File: src/rtl/rv_mdu_iter_if.sv
// Handshake and operand/result bundle between the multicycle control unit and
// the iterative multiply/divide unit.
interface rv_mdu_iter_if #(parameter int Width = 32);
  logic             start;
  logic [2:0]       f3;
  logic [Width-1:0] a;
  logic [Width-1:0] b;
  logic             kill;
  logic             busy;
  logic             done;
  logic [Width-1:0] result;

  modport master (output start, f3, a, b, kill, input busy, done, result);
  modport slave  (input start, f3, a, b, kill, output busy, done, result);
endinterface

File: src/rtl/rv_mdu_iter.sv
// Iterative RV32M/RV64M multiply/divide: radix-2 shift-add multiply, restoring
// divide on operand magnitudes, sign fix-up and RISC-V special cases in FIX.
//
// state | meaning
// IDLE  | waiting for start; result held
// MUL   | shift-add iterations (one cycle with FastMul)
// DIV   | restoring divide, one quotient bit per cycle
// FIX   | sign correction, result write, done pulse
module rv_mdu_iter #(
  parameter int Width    = 32,
  parameter int FastMul  = 0,
  parameter int EarlyOut = 1
) (
  input  logic         clk,
  input  logic         rst,
  rv_mdu_iter_if.slave bus
);
  localparam int CW = $clog2(Width + 1);
  localparam logic [1:0] S_IDLE = 2'd0;
  localparam logic [1:0] S_MUL  = 2'd1;
  localparam logic [1:0] S_DIV  = 2'd2;
  localparam logic [1:0] S_FIX  = 2'd3;

  logic [1:0]         state_q, state_d;
  logic [2:0]         f3_q, f3_d;
  logic [Width-1:0]   a_q, a_d;
  logic               sa_q, sa_d, neg_q, neg_d, bz_q, bz_d, ovf_q, ovf_d;
  logic [2*Width-1:0] mcand_q, mcand_d, prod_q, prod_d;
  logic [Width-1:0]   mplier_q, mplier_d, q_q, q_d;
  logic [Width:0]     rem_q, rem_d, dvs_q, dvs_d;
  logic [CW-1:0]      cnt_q, cnt_d;
  logic               done_q, done_d;
  logic [Width-1:0]   result_q, result_d;

  logic               sgn_a, sgn_b, bz, ovf, spc, ge;
  logic [Width:0]     mag_a, mag_b;
  logic [Width+1:0]   shifted;
  logic [2*Width-1:0] prod_s;
  logic [Width-1:0]   quo_s, rem_s, fix_res;

  always_comb begin
    sgn_a = bus.a[Width-1] & (bus.f3 inside {3'd1, 3'd2, 3'd4, 3'd6});
    sgn_b = bus.b[Width-1] & (bus.f3 inside {3'd1, 3'd4, 3'd6});
    mag_a = sgn_a ? -{1'b1, bus.a} : {1'b0, bus.a};
    mag_b = sgn_b ? -{1'b1, bus.b} : {1'b0, bus.b};
    bz    = (bus.b == '0);
    ovf   = ~bus.f3[0] & (bus.a == {1'b1, {(Width-1){1'b0}}}) & (&bus.b);
    spc   = bus.f3[2] & (bz | ovf) & (EarlyOut != 0);

    shifted = {rem_q, q_q[Width-1]};
    ge      = (shifted >= {1'b0, dvs_q});

    prod_s = neg_q ? -prod_q : prod_q;
    quo_s  = neg_q ? -q_q : q_q;
    rem_s  = sa_q ? -rem_q[Width-1:0] : rem_q[Width-1:0];
    fix_res = '0;
    if (!f3_q[2])  fix_res = (f3_q[1:0] == 2'd0) ? prod_s[Width-1:0] : prod_s[2*Width-1:Width];
    else if (bz_q) fix_res = f3_q[1] ? a_q : '1;
    else if (ovf_q) fix_res = f3_q[1] ? '0 : a_q;
    else           fix_res = f3_q[1] ? rem_s : quo_s;
  end

  always_comb begin
    state_d  = state_q;
    f3_d     = f3_q;
    a_d      = a_q;
    sa_d     = sa_q;
    neg_d    = neg_q;
    bz_d     = bz_q;
    ovf_d    = ovf_q;
    mcand_d  = mcand_q;
    prod_d   = prod_q;
    mplier_d = mplier_q;
    q_d      = q_q;
    rem_d    = rem_q;
    dvs_d    = dvs_q;
    cnt_d    = cnt_q;
    done_d   = 1'b0;
    result_d = result_q;
    if (bus.kill) begin
      state_d = S_IDLE;
    end else begin
      case (state_q)
        S_IDLE: if (bus.start) begin
          f3_d     = bus.f3;
          a_d      = bus.a;
          sa_d     = sgn_a;
          neg_d    = sgn_a ^ sgn_b;
          bz_d     = bus.f3[2] & bz;
          ovf_d    = bus.f3[2] & ovf;
          mcand_d  = {{(Width-1){1'b0}}, mag_a};
          mplier_d = mag_b[Width-1:0];
          prod_d   = '0;
          q_d      = mag_a[Width-1:0];
          rem_d    = '0;
          dvs_d    = mag_b;
          cnt_d    = (FastMul != 0 && !bus.f3[2]) ? '0 : CW'(Width - 1);
          state_d  = spc ? S_FIX : (bus.f3[2] ? S_DIV : S_MUL);
        end
        S_MUL: begin
          if (FastMul != 0)
            prod_d = {{Width{1'b0}}, mcand_q[Width-1:0]} * {{Width{1'b0}}, mplier_q};
          else if (mplier_q[0])
            prod_d = prod_q + mcand_q;
          mcand_d  = mcand_q << 1;
          mplier_d = mplier_q >> 1;
          cnt_d    = cnt_q - CW'(1);
          if (cnt_q == '0) state_d = S_FIX;
        end
        S_DIV: begin
          rem_d = ge ? shifted[Width:0] - dvs_q : shifted[Width:0];
          q_d   = {q_q[Width-2:0], ge};
          cnt_d = cnt_q - CW'(1);
          if (cnt_q == '0) state_d = S_FIX;
        end
        default: begin
          result_d = fix_res;
          done_d   = 1'b1;
          state_d  = S_IDLE;
        end
      endcase
    end
  end

  always_ff @(posedge clk) begin
    if (rst) begin
      state_q  <= S_IDLE;
      f3_q     <= '0;
      a_q      <= '0;
      sa_q     <= 1'b0;
      neg_q    <= 1'b0;
      bz_q     <= 1'b0;
      ovf_q    <= 1'b0;
      mcand_q  <= '0;
      prod_q   <= '0;
      mplier_q <= '0;
      q_q      <= '0;
      rem_q    <= '0;
      dvs_q    <= '0;
      cnt_q    <= '0;
      done_q   <= 1'b0;
      result_q <= '0;
    end else begin
      state_q  <= state_d;
      f3_q     <= f3_d;
      a_q      <= a_d;
      sa_q     <= sa_d;
      neg_q    <= neg_d;
      bz_q     <= bz_d;
      ovf_q    <= ovf_d;
      mcand_q  <= mcand_d;
      prod_q   <= prod_d;
      mplier_q <= mplier_d;
      q_q      <= q_d;
      rem_q    <= rem_d;
      dvs_q    <= dvs_d;
      cnt_q    <= cnt_d;
      done_q   <= done_d;
      result_q <= result_d;
    end
  end

  assign bus.busy   = (state_q != S_IDLE);
  assign bus.done   = done_q;
  assign bus.result = result_q;
endmodule

File: src/flat_wrapper.sv
// flat-port wrapper written by rule: the top's interface ports become plain ports
module rv_mdu_iter_flat 
#(
  parameter int Width    = 32,
  parameter int FastMul  = 0,
  parameter int EarlyOut = 1
)
  (clk, rst, bus_start, bus_f3, bus_a, bus_b, bus_kill, bus_busy, bus_done, bus_result);
  rv_mdu_iter_if #(.Width(Width)) bus_i ();
  input  logic clk;
  input  logic rst;
  input wire logic [$bits(bus_i.start)-1:0] bus_start;
  input wire logic [$bits(bus_i.f3)-1:0] bus_f3;
  input wire logic [$bits(bus_i.a)-1:0] bus_a;
  input wire logic [$bits(bus_i.b)-1:0] bus_b;
  input wire logic [$bits(bus_i.kill)-1:0] bus_kill;
  output wire logic [$bits(bus_i.busy)-1:0] bus_busy;
  output wire logic [$bits(bus_i.done)-1:0] bus_done;
  output wire logic [$bits(bus_i.result)-1:0] bus_result;
  assign bus_i.start = bus_start;
  assign bus_i.f3 = bus_f3;
  assign bus_i.a = bus_a;
  assign bus_i.b = bus_b;
  assign bus_i.kill = bus_kill;
  assign bus_busy = bus_i.busy;
  assign bus_done = bus_i.done;
  assign bus_result = bus_i.result;
  rv_mdu_iter #(.Width(Width), .FastMul(FastMul), .EarlyOut(EarlyOut)) u_core (.clk(clk), .rst(rst), .bus(bus_i));
endmodule
File: config.mk
export PLATFORM = sky130hd
export DESIGN_NAME = rv_mdu_iter_flat
export DESIGN_NICKNAME = d
export VERILOG_FILES = /design/src/rtl/rv_mdu_iter_if.sv /design/src/rtl/rv_mdu_iter.sv /design/src/flat_wrapper.sv
export SDC_FILE = /design/constraint.sdc
export NUM_CORES = 1
export LEC_CHECK = 0
export ABC_AREA = 0
export ABC_CLOCK_PERIOD_IN_PS = 4300
export CAP_MARGIN = 10
export CORE_MARGIN = 5
export CORE_UTILIZATION = 55
export DETAILED_ROUTE_END_ITERATION = 6
export PLACE_DENSITY = 0.72
export SKIP_CTS_REPAIR_TIMING = 1
export SYNTH_ARGS = -nofsm -noshare
export SYNTH_HDL_FRONTEND = slang
export SYNTH_SLANG_ARGS = --single-unit
File: constraint.sdc
create_clock -name clk -period 4.3 [get_ports clk]
set_clock_uncertainty 0.2 [all_clocks]
set_input_delay 0.86 -clock clk [delete_from_list [all_inputs] [get_ports clk]]
set_output_delay 0.86 -clock clk [all_outputs]
set_load 0.005 [all_outputs]
-- After elaboration in Yosys (flattened, before gate mapping)
Cells that the tools add are included.
- order comparisons: 1
- bitwise gates (word level): 12
- equality and inequality tests: 10
- add/subtract/negate cells: 8
- reductions and logical operators: 21
- multiplexer cells: 32
- operators with widths (kind ; count):
    $mux 32 ; 11
    $mux 64 ; 4
    $pmux 64 s2 ; 2
    $mux 33 ; 4
    $pmux 32 s2 ; 2
    $neg 33->33 ; 2
    $pmux 33 s2 ; 1
    $add 64x64->64 ; 1
    $neg 32->32 ; 2
    $neg 64->64 ; 1
    $ge 34x33->1 ; 1
    $sub 33x33->33 ; 1
    $eq 32x32->1 const B ; 1
    $logic_not 32->1 ; 1
    $reduce_and 32->1 ; 1
    $pmux 6 s2 ; 1
    $reduce_and 3->1 ; 4
    $mux 2 ; 4
    $reduce_bool 2->1 ; 4
    $and 1x1->1 ; 7
    $eq 3x3->1 const B ; 2
    $logic_not 6->1 ; 1
    $mux 6 ; 1
    $sub 6x1->6 const B ; 1
    other kinds (18) ; 24
- input port bits: 71
- register bits: 338

-- Logic depth before layout (Yosys ltp)
- word-level depth: 8
- gate-level depth with buffers: 15
- mapped depth without buffers: 14

-- Worst setup path after synthesis
Ideal clock, no wire load.
- path kind: register to register
- from: register u_core.q_q[4]
- to: register u_core.result_q[27], in the netlist u_core.bus.result[27]
- setup time: 112 ps
- setup slack: 798 ps
- clock period less this slack: 3502 ps
- stages on the path, launching flop included: 10
- data arrival time: 3189 ps
- data required time: 3988 ps
- buffers on the path: 0
- cell sequence: dfxtp_1 -> or4_1 -> or4_1 -> or3_1 -> or3_1 -> o41ai_1 -> xnor2_1 -> nor3_1 -> o221a_2 -> a2111oi_1
- longest elaborated chain between the ends: 6
- ends and longest elaborated chain (what ; RTL line ; source):
    start, declared ; rv_mdu_iter.sv:29 ; logic [Width-1:0] mplier_q, mplier_d, q_q, q_d;
    start signal, assigned ; rv_mdu_iter.sv:154 ; q_q <= q_d;
    $neg 32->32 ; rv_mdu_iter.sv:54 ; quo_s = neg_q ? -q_q : q_q;
    $mux 32 ; rv_mdu_iter.sv:54 ;
    $mux 32 ; rv_mdu_iter.sv:60 ; else fix_res = f3_q[1] ? rem_s : quo_s;
    $mux 32 ; rv_mdu_iter.sv:59 ; else if (ovf_q) fix_res = f3_q[1] ? '0 : a_q;
    $mux 32 ; rv_mdu_iter.sv:58 ; else if (bz_q) fix_res = f3_q[1] ? a_q : '1;
    $mux 32 ; rv_mdu_iter.sv:57 ; if (!f3_q[2]) fix_res = (f3_q[1:0] == 2'd0) ? prod_s[Width-1:0] : prod_s[2*Width-1:Width];
    end signal, assigned ; rv_mdu_iter.sv:159 ; result_q <= result_d;
    end, declared ; rv_mdu_iter.sv:33 ; logic [Width-1:0] result_q, result_d;
Every way passes these cells.
A chain may end at the register's enable or synchronous reset.

-- Final worst setup path
- from: register u_core.prod_q[0]
- to: register u_core.prod_q[32]
- longest elaborated chain between the ends: 3
- ends and longest elaborated chain (what ; RTL line ; source):
    start, declared ; rv_mdu_iter.sv:28 ; logic [2*Width-1:0] mcand_q, mcand_d, prod_q, prod_d;
    start signal, assigned ; rv_mdu_iter.sv:152 ; prod_q <= prod_d;
    $add 64x64->64 ; rv_mdu_iter.sv:104 ; prod_d = prod_q + mcand_q;
    $mux 64 ; rv_mdu_iter.sv:103 ; else if (mplier_q[0])
    $pmux 64 s2 ; rv_mdu_iter.sv:83 ; case (state_q)
Every way passes these cells. The select of a mux whose other input is x is not followed.

==> summary.md <==
| Metric | Value |
|---|---|
| Status | completed |
| Final ANT Viol Nets | 0 |
| Crit. Startpoint | u_core.prod_q[0] |
| Antenna violations before repair | 2 |
| Synth top area share | 0.279 |
| Placed cell count | 3,927 |
| Crit path max fanout | 6 |
| WL final | 89.9 mm |
| Clock Power Share | 0.438 |
| Routed vias | 25,647 |
| Critical path required time | 4.60 ns |
| CTS sink cnt | 338 |
| DP Wirelength | 67.8 mm |
| Iter 0 DRT Violations | 2,931 |
| Vias in the first global route | 23,812 |
| Largest cells by area after synthesis | dfxtp_1 (28%), nand2_1 (8.6%), a21oi_1 (7.9%), ha_1 (5.6%), o21ai_0 (5.1%) |
| Insertion delay to the later sink of the worst-skew pair | 0.58 ns |
| Placed Area | 26,000 µm² |
| Syn Inst Count | 3,362 |
| Flop pwr share | 0.387 |
| Total CTS buffers | 41 |
| Worst Tran Pin Value | 1.09 ns |
| PD cells | 320 nW/µm² |
| Post-layout instance count excluding filler cells | 3,998 |
| Hold path depth | 2 |
| Int Power | 6.15 mW |
| First-pass GRT wire length | 136 mm |
| Die X | 220 µm |
| CTS tree | built |
| Avg Vias per Cell | 6.41 |
| Worst EP arrival | 4.29 ns |
| Startpoint Class | register |
| Most common cell after layout, fill and taps aside | nand2_1 |
| Final worst slack | 0.312 ns |
| Die footprint | 48,400 µm² |
| Post-synth EDFFs | 0 |
| DRC | 0 |
| Post-Layout Inst Area | 27,400 µm² |
| Most frequent cells in the layout | nand2_1 (552), a21oi_1 (381), dfxtp_1 (337) |
| Syn Area/Cell | 7.21 µm² |
| Row count | 77 |
| Pin count of the biggest net entering global routing | 105 |
| Yosys warns | 0 |
| Num ports | 105 |
| Post-Place Worst Slack | 0.224 ns |
| Clock root buffer | clkbuf_16 |
| #FFs+latches synth | 338 |
| Antenna Cells | 0 |
| Slew Viols, Final | 0 |
| Setup TNS | 0 ns |
| RePlAce Congestion | 1.03 |
| Core Util, Final | 0.624 |
| Post-synthesis sequential area ratio | 0.279 |
| Wire per inst | 22.5 µm |
| Mapped Nets | 3,543 |
| Setup crit end kind | register |
| Cell area after synthesis | 24,200 µm² |
| Final Hold Viols | 0 |
| Period minus WS final | 3.99 ns |
| Period utilization | 0.928 |
| Design Power | 8.77 mW |
| Crit Path Category | reg -> reg |
| RR Startpoint | u_core.prod_q[0] |
| Max VDD drop | 0.280 mV |
| Final setup fails | 0 |
| Initial Util | 0.552 |
| Sw frac | 0.298 |
| Reg2Reg Depth | 14 |
| Total of max-cap violations | 0 |
| Drt first pass iters | 6 |
| Layout area overhead | 13.1% |
| Hold slack | 0.249 ns |
| Worst slew margin | 0.276 |
| Unrepaired setup endpoints after global routing | false |
| Die Y | 220 µm |
| CTS max path bufs | 3 |
| Post-synth ARST share | 0 |
| Core area | 43,900 µm² |
| Leakage | 10.7 nW |
| GRT Total Usage | 0.356 |
| Total gr overflow | 0 |
| Yosys cell types | 82 |
| Hold_sp | u_core.mplier_q[22] |
| Fin nets | 3,559 |
| Yosys top cell by area | dfxtp_1 |
| Ys flop type | dfxtp_1 |
| I/O Buffers | 104 |
| Logic pwr share | 0.175 |
| Clk pin slew, worst setup/hold paths | 0.06 ns |
| Fmax | 251 MHz |
| Hold WC Path Type | reg -> reg |
| Net Sw Power | 2.62 mW |
| Proportion of layout cells with a drive suffix above 1 | 0.0631 |
| H-Tree Depth | 2 |
final timing paths:
| check | to | slack, ns |
|---|---|---|
| max | u_core.prod_q[32] | 0.31 |
| min | u_core.mplier_q[22] | 0.25 |
| max reg2reg | u_core.prod_q[32] | 0.31 |
| min reg2reg | u_core.mplier_q[22] | 0.25 |
synthesized netlist by cell type (15+ instances only):
master,instances
nor3_1,68
o31ai_1,40
o21ai_0,245
ha_1,108
nand4_1,40
a211oi_1,48
mux2i_1,52
nand3_1,81
a311oi_1,15
nor2_1,280
xnor2_1,112
and3_1,15
o211ai_1,47
a22oi_1,31
o41ai_1,20
nor4_1,26
or3_1,34
a31oi_1,35
and2_1,21
xor2_1,109
clkbuf_1,204
inv_1,82
nand2_1,553
a21oi_1,381
o21a_1,15
dfxtp_1,338
or4_1,21
o22ai_1,15
a21o_1,77
nand2b_1,30
kinds of logic (layout without fill, tap and decap cells):
family                   after synthesis  count (layout)  synth area share
flip-flops                           338             338             0.279
multiplexers                          54              54            0.0224
adder cells (fa/ha/maj)              110             110            0.0574
AND/OR/NAND/NOR                     1236            1236             0.231
buffers and inverters                312             356            0.0513
AO/OA/AOI/OAI                       1091            1091             0.279
XOR/XNOR                             221             221            0.0798
final cells by class:
type	instances	area, µm²
Timing Repair Buffer	203	1850
Multi-Input combinational cell	2712	16300
Tap cell	592	741
Fill cell	4096	16500
Clock inverter	16	282
Clock buffer	55	1180
Inverter	82	308
Sequential cell	338	6770
power groups by stage:
stage	Sequential, mW	Combinational (mW)	Clock (mW)
6_report	3.39	1.53	3.84
5_1_grt	3.40	1.66	4.01
4_1_cts	3.39	1.50	3.87
3_5_place_dp	3.45	1.49	0
3_3_place_gp	3.45	1.47	0
2_1_floorplan	3.38	1.02	0
per-layer routing:
| metal | share of wire | wire, µm | global-route usage |
|---|---|---|---|
| met5 | 0.00028 | 25 | 0 |
| met4 | 0.048 | 4310 | 0.143 |
| met3 | 0.086 | 7700 | 0.0673 |
| met2 | 0.45 | 40800 | 0.579 |
| met1 | 0.41 | 37000 | 0.468 |
registers in the layout, indices dropped and copies added, names as in the netlist, 2 cells and up:
signal,count
u_core.q_q,32
u_core.bus.result,32
u_core.dvs_q,33
u_core.state_q,2
u_core.a_q,32
u_core.cnt_q,6
u_core.prod_q,64
u_core.mcand_q,64
u_core.mplier_q,32
u_core.f3_q,3
u_core.rem_q,33
critical path, cell delays in order (launching register included):
cell	delay (ns)
dfxtp_1	0.44
ha_1	0.22
inv_1	0.06
fa_1	0.40
nand2b_1	0.19
a21oi_1	0.28
o211ai_1	0.20
a2111oi_0	0.49
buf_4	0.20
nor3b_1	0.07
o31a_1	0.29
o21ai_0	0.41
a31oi_1	0.17
xor2_1	0.17
o21ai_0	0.14
Power figures use the tool's default switching activity.
